`src/rtl/dht_disp_pkg.sv`:
```
// rtl/dht_disp_pkg.sv - shared states, segment codes and TM1638 byte map for the DHT display formatter
package dht_disp_pkg;

    typedef enum logic [1:0] {
        IDLE,
        CONV,
        ENCODE,
        DONE
    } state_t;

    // Segment byte order, MSB first: a b c d e f g dp
    localparam logic [7:0] SEG_0     = 8'b1111_1100;
    localparam logic [7:0] SEG_1     = 8'b0110_0000;
    localparam logic [7:0] SEG_2     = 8'b1101_1010;
    localparam logic [7:0] SEG_3     = 8'b1111_0010;
    localparam logic [7:0] SEG_4     = 8'b0110_0110;
    localparam logic [7:0] SEG_5     = 8'b1011_0110;
    localparam logic [7:0] SEG_6     = 8'b1011_1110;
    localparam logic [7:0] SEG_7     = 8'b1110_0000;
    localparam logic [7:0] SEG_8     = 8'b1111_1110;
    localparam logic [7:0] SEG_9     = 8'b1111_0110;
    localparam logic [7:0] SEG_H     = 8'b0110_1110;
    localparam logic [7:0] SEG_C     = 8'b1001_1100;
    localparam logic [7:0] SEG_DEG   = 8'b1100_0110;
    localparam logic [7:0] SEG_DASH  = 8'b0000_0010;
    localparam logic [7:0] SEG_E     = 8'b1001_1110;
    localparam logic [7:0] SEG_R     = 8'b0000_1010;
    localparam logic [7:0] SEG_BLANK = 8'b0000_0000;

    localparam logic [7:0] LED_ON  = 8'b1000_0000;
    localparam logic [7:0] LED_OFF = 8'b0000_0000;

    localparam int ADDR_HUM_TENS  = 0;
    localparam int ADDR_HUM_UNITS = 2;
    localparam int ADDR_HUM_SYM   = 4;
    localparam int ADDR_GAP       = 6;
    localparam int ADDR_TMP_TENS  = 8;
    localparam int ADDR_TMP_UNITS = 10;
    localparam int ADDR_TMP_DEG   = 12;
    localparam int ADDR_TMP_SYM   = 14;
    localparam int ADDR_LED_ERR   = 1;
    localparam int ADDR_LED_HB    = 15;

    function automatic logic [7:0] seg_digit(input logic [3:0] d);
        logic [7:0] code;
        case (d)
            4'd0:    code = SEG_0;
            4'd1:    code = SEG_1;
            4'd2:    code = SEG_2;
            4'd3:    code = SEG_3;
            4'd4:    code = SEG_4;
            4'd5:    code = SEG_5;
            4'd6:    code = SEG_6;
            4'd7:    code = SEG_7;
            4'd8:    code = SEG_8;
            4'd9:    code = SEG_9;
            default: code = SEG_BLANK;
        endcase
        return code;
    endfunction

endpackage

```
`src/rtl/bin2bcd_seq.sv`:
```
// rtl/bin2bcd_seq.sv - iterative 8-bit double-dabble, one shift-add-3 step per cycle
module bin2bcd_seq #(
    parameter int CONV_CYCLES = 8
) (
    input  logic        clk,
    input  logic        rst,
    input  logic        start,
    input  logic [7:0]  bin,
    output logic [11:0] bcd,
    output logic        done
);

    localparam logic [2:0] LAST_ITER = 3'(CONV_CYCLES - 1);

    // {hundreds, tens, units, binary} shifted left as one word
    logic [19:0] r_sh;
    logic [2:0]  r_cnt;
    logic        r_busy;
    logic [19:0] w_adj;

    always_comb begin
        w_adj = r_sh;
        for (int i = 0; i < 3; i++) begin
            if (r_sh[8 + 4*i +: 4] >= 4'd5) begin
                w_adj[8 + 4*i +: 4] = r_sh[8 + 4*i +: 4] + 4'd3;
            end
        end
    end

    always_ff @(posedge clk) begin
        if (rst) begin
            r_sh   <= '0;
            r_cnt  <= '0;
            r_busy <= 1'b0;
        end else if (start) begin
            r_sh   <= {12'd0, bin};
            r_cnt  <= '0;
            r_busy <= 1'b1;
        end else if (r_busy) begin
            r_sh  <= {w_adj[18:0], 1'b0};
            r_cnt <= r_cnt + 3'd1;
            if (r_cnt == LAST_ITER) begin
                r_busy <= 1'b0;
            end
        end
    end

    // High while the final iteration is being applied on the coming edge
    assign done = r_busy && (r_cnt == LAST_ITER);
    assign bcd  = r_sh[19:8];

endmodule

```
`src/rtl/dht_display_formatter.sv`:
```
// rtl/dht_display_formatter.sv - DHT11 reading to TM1638 16-byte segment/LED image
// Optional leading-zero blanking of tens digits: define DHT_FMT_LZB_EN.
module dht_display_formatter
    import dht_disp_pkg::*;
#(
    parameter int CONV_CYCLES = 8
) (
    input  logic         clk,
    input  logic         rst,
    input  logic         in_valid,
    output logic         in_ready,
    input  logic [7:0]   hum_int,
    input  logic [7:0]   temp_int,
    input  logic         chk_ok,
    output logic [127:0] seg_buf,
    output logic         buf_valid
);

    state_t         r_state;
    state_t         w_next;
    logic           r_chk;
    logic           r_hb;
    logic           r_buf_valid;
    logic [127:0]   r_seg_buf;
    logic [127:0]   w_img;
    logic [7:0]     w_bytes [16];
    logic           w_accept;
    logic [11:0]    w_hum_bcd;
    logic [11:0]    w_tmp_bcd;
    logic           w_hum_done;
    logic           w_tmp_done;
    logic [15:0]    w_hum_pair;
    logic [15:0]    w_tmp_pair;

    assign in_ready = (r_state == IDLE) && !rst;
    assign w_accept = in_valid && in_ready;

    bin2bcd_seq #(.CONV_CYCLES(CONV_CYCLES)) u_hum_bcd (
        .clk   (clk),
        .rst   (rst),
        .start (w_accept),
        .bin   (hum_int),
        .bcd   (w_hum_bcd),
        .done  (w_hum_done)
    );

    bin2bcd_seq #(.CONV_CYCLES(CONV_CYCLES)) u_tmp_bcd (
        .clk   (clk),
        .rst   (rst),
        .start (w_accept),
        .bin   (temp_int),
        .bcd   (w_tmp_bcd),
        .done  (w_tmp_done)
    );

    // Two display digits {tens, units}; anything above 99 shows as dashes
    function automatic logic [15:0] enc_pair(input logic [11:0] bcd);
        logic [7:0] tens;
        if (bcd[11:8] != 4'd0) begin
            return {SEG_DASH, SEG_DASH};
        end
        tens = seg_digit(bcd[7:4]);
`ifdef DHT_FMT_LZB_EN
        if (bcd[7:4] == 4'd0) begin
            tens = SEG_BLANK;
        end
`endif
        return {tens, seg_digit(bcd[3:0])};
    endfunction

    assign w_hum_pair = enc_pair(w_hum_bcd);
    assign w_tmp_pair = enc_pair(w_tmp_bcd);

    always_comb begin
        w_next = r_state;
        case (r_state)
            IDLE:    if (w_accept) w_next = CONV;
            CONV:    if (w_hum_done && w_tmp_done) w_next = ENCODE;
            ENCODE:  w_next = DONE;
            DONE:    w_next = IDLE;
            default: w_next = IDLE;
        endcase
    end

    always_comb begin
        for (int k = 0; k < 16; k++) begin
            w_bytes[k] = SEG_BLANK;
        end
        if (r_chk) begin
            w_bytes[ADDR_HUM_TENS]  = w_hum_pair[15:8];
            w_bytes[ADDR_HUM_UNITS] = w_hum_pair[7:0];
            w_bytes[ADDR_HUM_SYM]   = SEG_H;
            w_bytes[ADDR_GAP]       = SEG_BLANK;
            w_bytes[ADDR_TMP_TENS]  = w_tmp_pair[15:8];
            w_bytes[ADDR_TMP_UNITS] = w_tmp_pair[7:0];
            w_bytes[ADDR_TMP_DEG]   = SEG_DEG;
            w_bytes[ADDR_TMP_SYM]   = SEG_C;
        end else begin
            w_bytes[0] = SEG_E;
            w_bytes[2] = SEG_R;
            w_bytes[4] = SEG_R;
        end
        w_bytes[ADDR_LED_ERR] = r_chk ? LED_OFF : LED_ON;
        w_bytes[ADDR_LED_HB]  = r_hb  ? LED_ON  : LED_OFF;

        w_img = '0;
        for (int k = 0; k < 16; k++) begin
            w_img[127 - 8*k -: 8] = w_bytes[k];
        end
    end

    always_ff @(posedge clk) begin
        if (rst) begin
            r_state     <= IDLE;
            r_chk       <= 1'b0;
            r_hb        <= 1'b0;
            r_seg_buf   <= '0;
            r_buf_valid <= 1'b0;
        end else begin
            r_state     <= w_next;
            r_buf_valid <= (r_state == DONE);
            if (w_accept) begin
                r_chk <= chk_ok;
                r_hb  <= ~r_hb;
            end
            if (r_state == ENCODE) begin
                r_seg_buf <= w_img;
            end
        end
    end

    assign seg_buf   = r_seg_buf;
    assign buf_valid = r_buf_valid;

endmodule

```
`config.mk`:
```
export PLATFORM = sky130hd
export DESIGN_NAME = dht_display_formatter
export DESIGN_NICKNAME = d
export VERILOG_FILES = /design/src/rtl/dht_disp_pkg.sv /design/src/rtl/bin2bcd_seq.sv /design/src/rtl/dht_display_formatter.sv
export SDC_FILE = /design/constraint.sdc
export NUM_CORES = 1
export LEC_CHECK = 0
export CAP_MARGIN = 20
export CORE_MARGIN = 3
export CORE_UTILIZATION = 40
export CTS_CLUSTER_DIAMETER = 100
export DETAILED_ROUTE_END_ITERATION = 6
export PLACE_DENSITY_LB_ADDON = 0.12
export SKIP_CTS_REPAIR_TIMING = 1
export SYNTH_ARGS = -nofsm -noshare
export SYNTH_HDL_FRONTEND = slang
export SYNTH_SLANG_ARGS = --single-unit
```
`constraint.sdc`:
```
create_clock -name clk -period 3.1 [get_ports clk]
set_input_delay 0.31 -clock clk [delete_from_list [all_inputs] [get_ports clk]]
set_output_delay 0.31 -clock clk [all_outputs]
set_load 0.03 [all_outputs]
```
==> reports/metrics.csv <==
metric,value,unit
fin_skew,0.006022,ns
cp.arrival,2.95,ns
clkTransAtPathRegs,0.05,ns
ctsRootBufferMaster,clkbuf_16,
period_needed,2.632,ns
finalSetupViolations,0,
hold_ws,0.3806,ns
tns,0,ns
initialDrtViolationCount,226,
multi_input_area,3251,um2
synth_area_per_cell,8.755,um2
grt_max_degree,56,
yosys.area.top_type,dfxtp_1,
drc,0,
ys_warn_count,0,
regArea,2262,um2
routed_via_density,4.867,
synthCells,706,
start_util,41.74,%
gp_congestion,0.8396,
synth_edf_count,0,
status,completed,
drtAntennaViolNets,0,
yosys.cell_types.count,53,
clkLatencyLatePin,0.41,ns
clock_tree.buffer_depth,2,
die_area,16980,um2
fp.dieH,130.3,um
drive_gt1_share,8.527,%
peakVddDrop,430.5,uV
drtPass1Iterations,4,
yosysSeqAreaShare,36.60,%
grt_pass1_wl,20160,um
antenna_cells,0,
fillers,1399,
rsz0062_at_grt,false,
syn-cell-area,6181,um2
hold_path_class,input pin to flop,
p_per_area,673.8,nW/um2
critPathLaunchType,flop,
wl_per_cell,13.46,um
hold_viol,0,
syn2layout_area_growth,15.91,%
ios,150,
rows,44,
synthFlopType,dfxtp_1,
p_total,4.827,mW
async_reset_ff_share,0,%
core_area,14810,um2
grt_pass1_vias,4045,
cts_tree,done,
leakage,3.034,nW
fin_crit_sh,84.90,%
slew_headroom,43.71,%
required,3.41,ns
htreeDepth,4,
synth_top_area_share,36.60,%
gr-usage-all-layers,15.19,%
cts_sinks,113,
worst_pin_slew,0.8413,ns
port_buffers,64,
vias,4663,
end_kind,flop,
cts_buffers,17,
wl,12900,um
critPathKind,flop to flop,
drv_cap,0,
slew_violations,0,
die_x,130.3,um
overflow,0,
fin_nets,830,
crit_fanout,5,
antenna_found_initial,0,
synth.area.top_cells,"dfxtp_1 37%, buf_4 12%, ha_1 9.5%",
synth_seq_cells,113,
post-dp-hpwl,9439,um
max_freq,379.9,MHz
==> stage by stage <==
step	setup slack (ns)	utilization, %	std cells	cell area [um2]
5_1_grt	0.2379	48.38	958	7164
3_5_place_dp	0.3341	44.64	928	6611
3_3_place_gp	0.4136	44.64	928	6611
4_1_cts	0.4668	48.38	958	7164
2_1_floorplan	0.7641	-	790	6496
6_report	0.4680	48.38	958	7164
==> layout by cell type, fill, tap and decap left out, drive strengths merged, types with 5 or more instances in the layout <==
cell type,netlist,layout
or3,8,8
o211ai,6,6
o311ai,9,9
nor2,80,80
a21o,11,11
clkdlybuf4s50,0,63
and2,6,6
clkbuf,9,23
ha,47,47
buf,114,14
dfxtp,113,113
nor3,12,12
a21oi,56,56
nor2b,26,26
a311oi,5,5
inv,36,36
nand2b,15,15
a211oi,18,18
conb,1,85
mux2i,30,30
clkinv,0,5
nand3,17,17
nand2,26,26
o21ai,22,22
xnor2,6,6
==> synth_stat cells (8+ instances only) <==
| cell type | n |
|---|---|
| or3_1 | 8 |
| a21o_1 | 11 |
| inv_2 | 9 |
| nor2b_1 | 26 |
| nand2b_1 | 15 |
| a21oi_1 | 54 |
| buf_2 | 9 |
| mux2i_1 | 30 |
| inv_1 | 27 |
| a211oi_1 | 18 |
| nand3_1 | 17 |
| clkbuf_1 | 9 |
| nand2_1 | 26 |
| nor3_1 | 11 |
| buf_4 | 100 |
| ha_1 | 47 |
| dfxtp_1 | 113 |
| o21ai_0 | 17 |
| nor2_1 | 80 |
==> layout make-up <==
| type | instances | area share, % |
|---|---|---|
| Multi-Input combinational cell | 518 | 45.37 |
| Clock inverter | 7 | 1.188 |
| Timing Repair Buffer | 77 | 10.23 |
| Tap cell | 184 | 3.213 |
| Inverter | 36 | 1.886 |
| Sequential cell | 113 | 31.58 |
| Clock buffer | 23 | 6.532 |
==> worst max-delay path, stage by stage, from the launching register on <==
cell and delay (ns):
dfxtp_1 0.38, inv_1 0.10, ha_1 0.25, a21oi_1 0.39, o21ai_0 0.20, a21oi_1 0.37
inv_1 0.17, ha_1 0.22, or3_1 0.37, o311ai_1 0.09
==> where the power goes <==
group	switching, mW	internal, mW	total [mW]
Combinational	0.799	0.456	1.25
Sequential	0.114	1.62	1.74
Clock	0.628	1.21	1.83
==> per-layer routing <==
| layer | share of wire, % | GRT usage (%) |
|---|---|---|
| met4 | 1.3 | 5.868 |
| met5 | 0 | 0 |
| met2 | 44 | 22.93 |
| met3 | 6.4 | 4.216 |
| met1 | 48 | 20.61 |
==> logic make-up after synthesis <==
logic type | share of synthesized area (%)
compound gates | 15.73
xor+xnor | 0.8502
fa+ha+maj | 9.514
buf+inv | 15.91
flops | 36.60
mux | 5.041
other cells | 0.06067
simple gates | 16.30
==> final timing paths <==
| check | start | to | slack [ns] | cells after the start |
|---|---|---|---|---|
| setup reg to reg | r_state[0] | flop | 0.47 | 9 |
| hold / removal | rst | u_hum_bcd.r_sh[12] | 0.38 | 4 |
| hold reg to reg | flop | seg_buf[108] | 0.45 | 2 |
| setup / recovery | r_state[0] | flop | 0.47 | 9 |
Power figures use the tool's default switching activity.
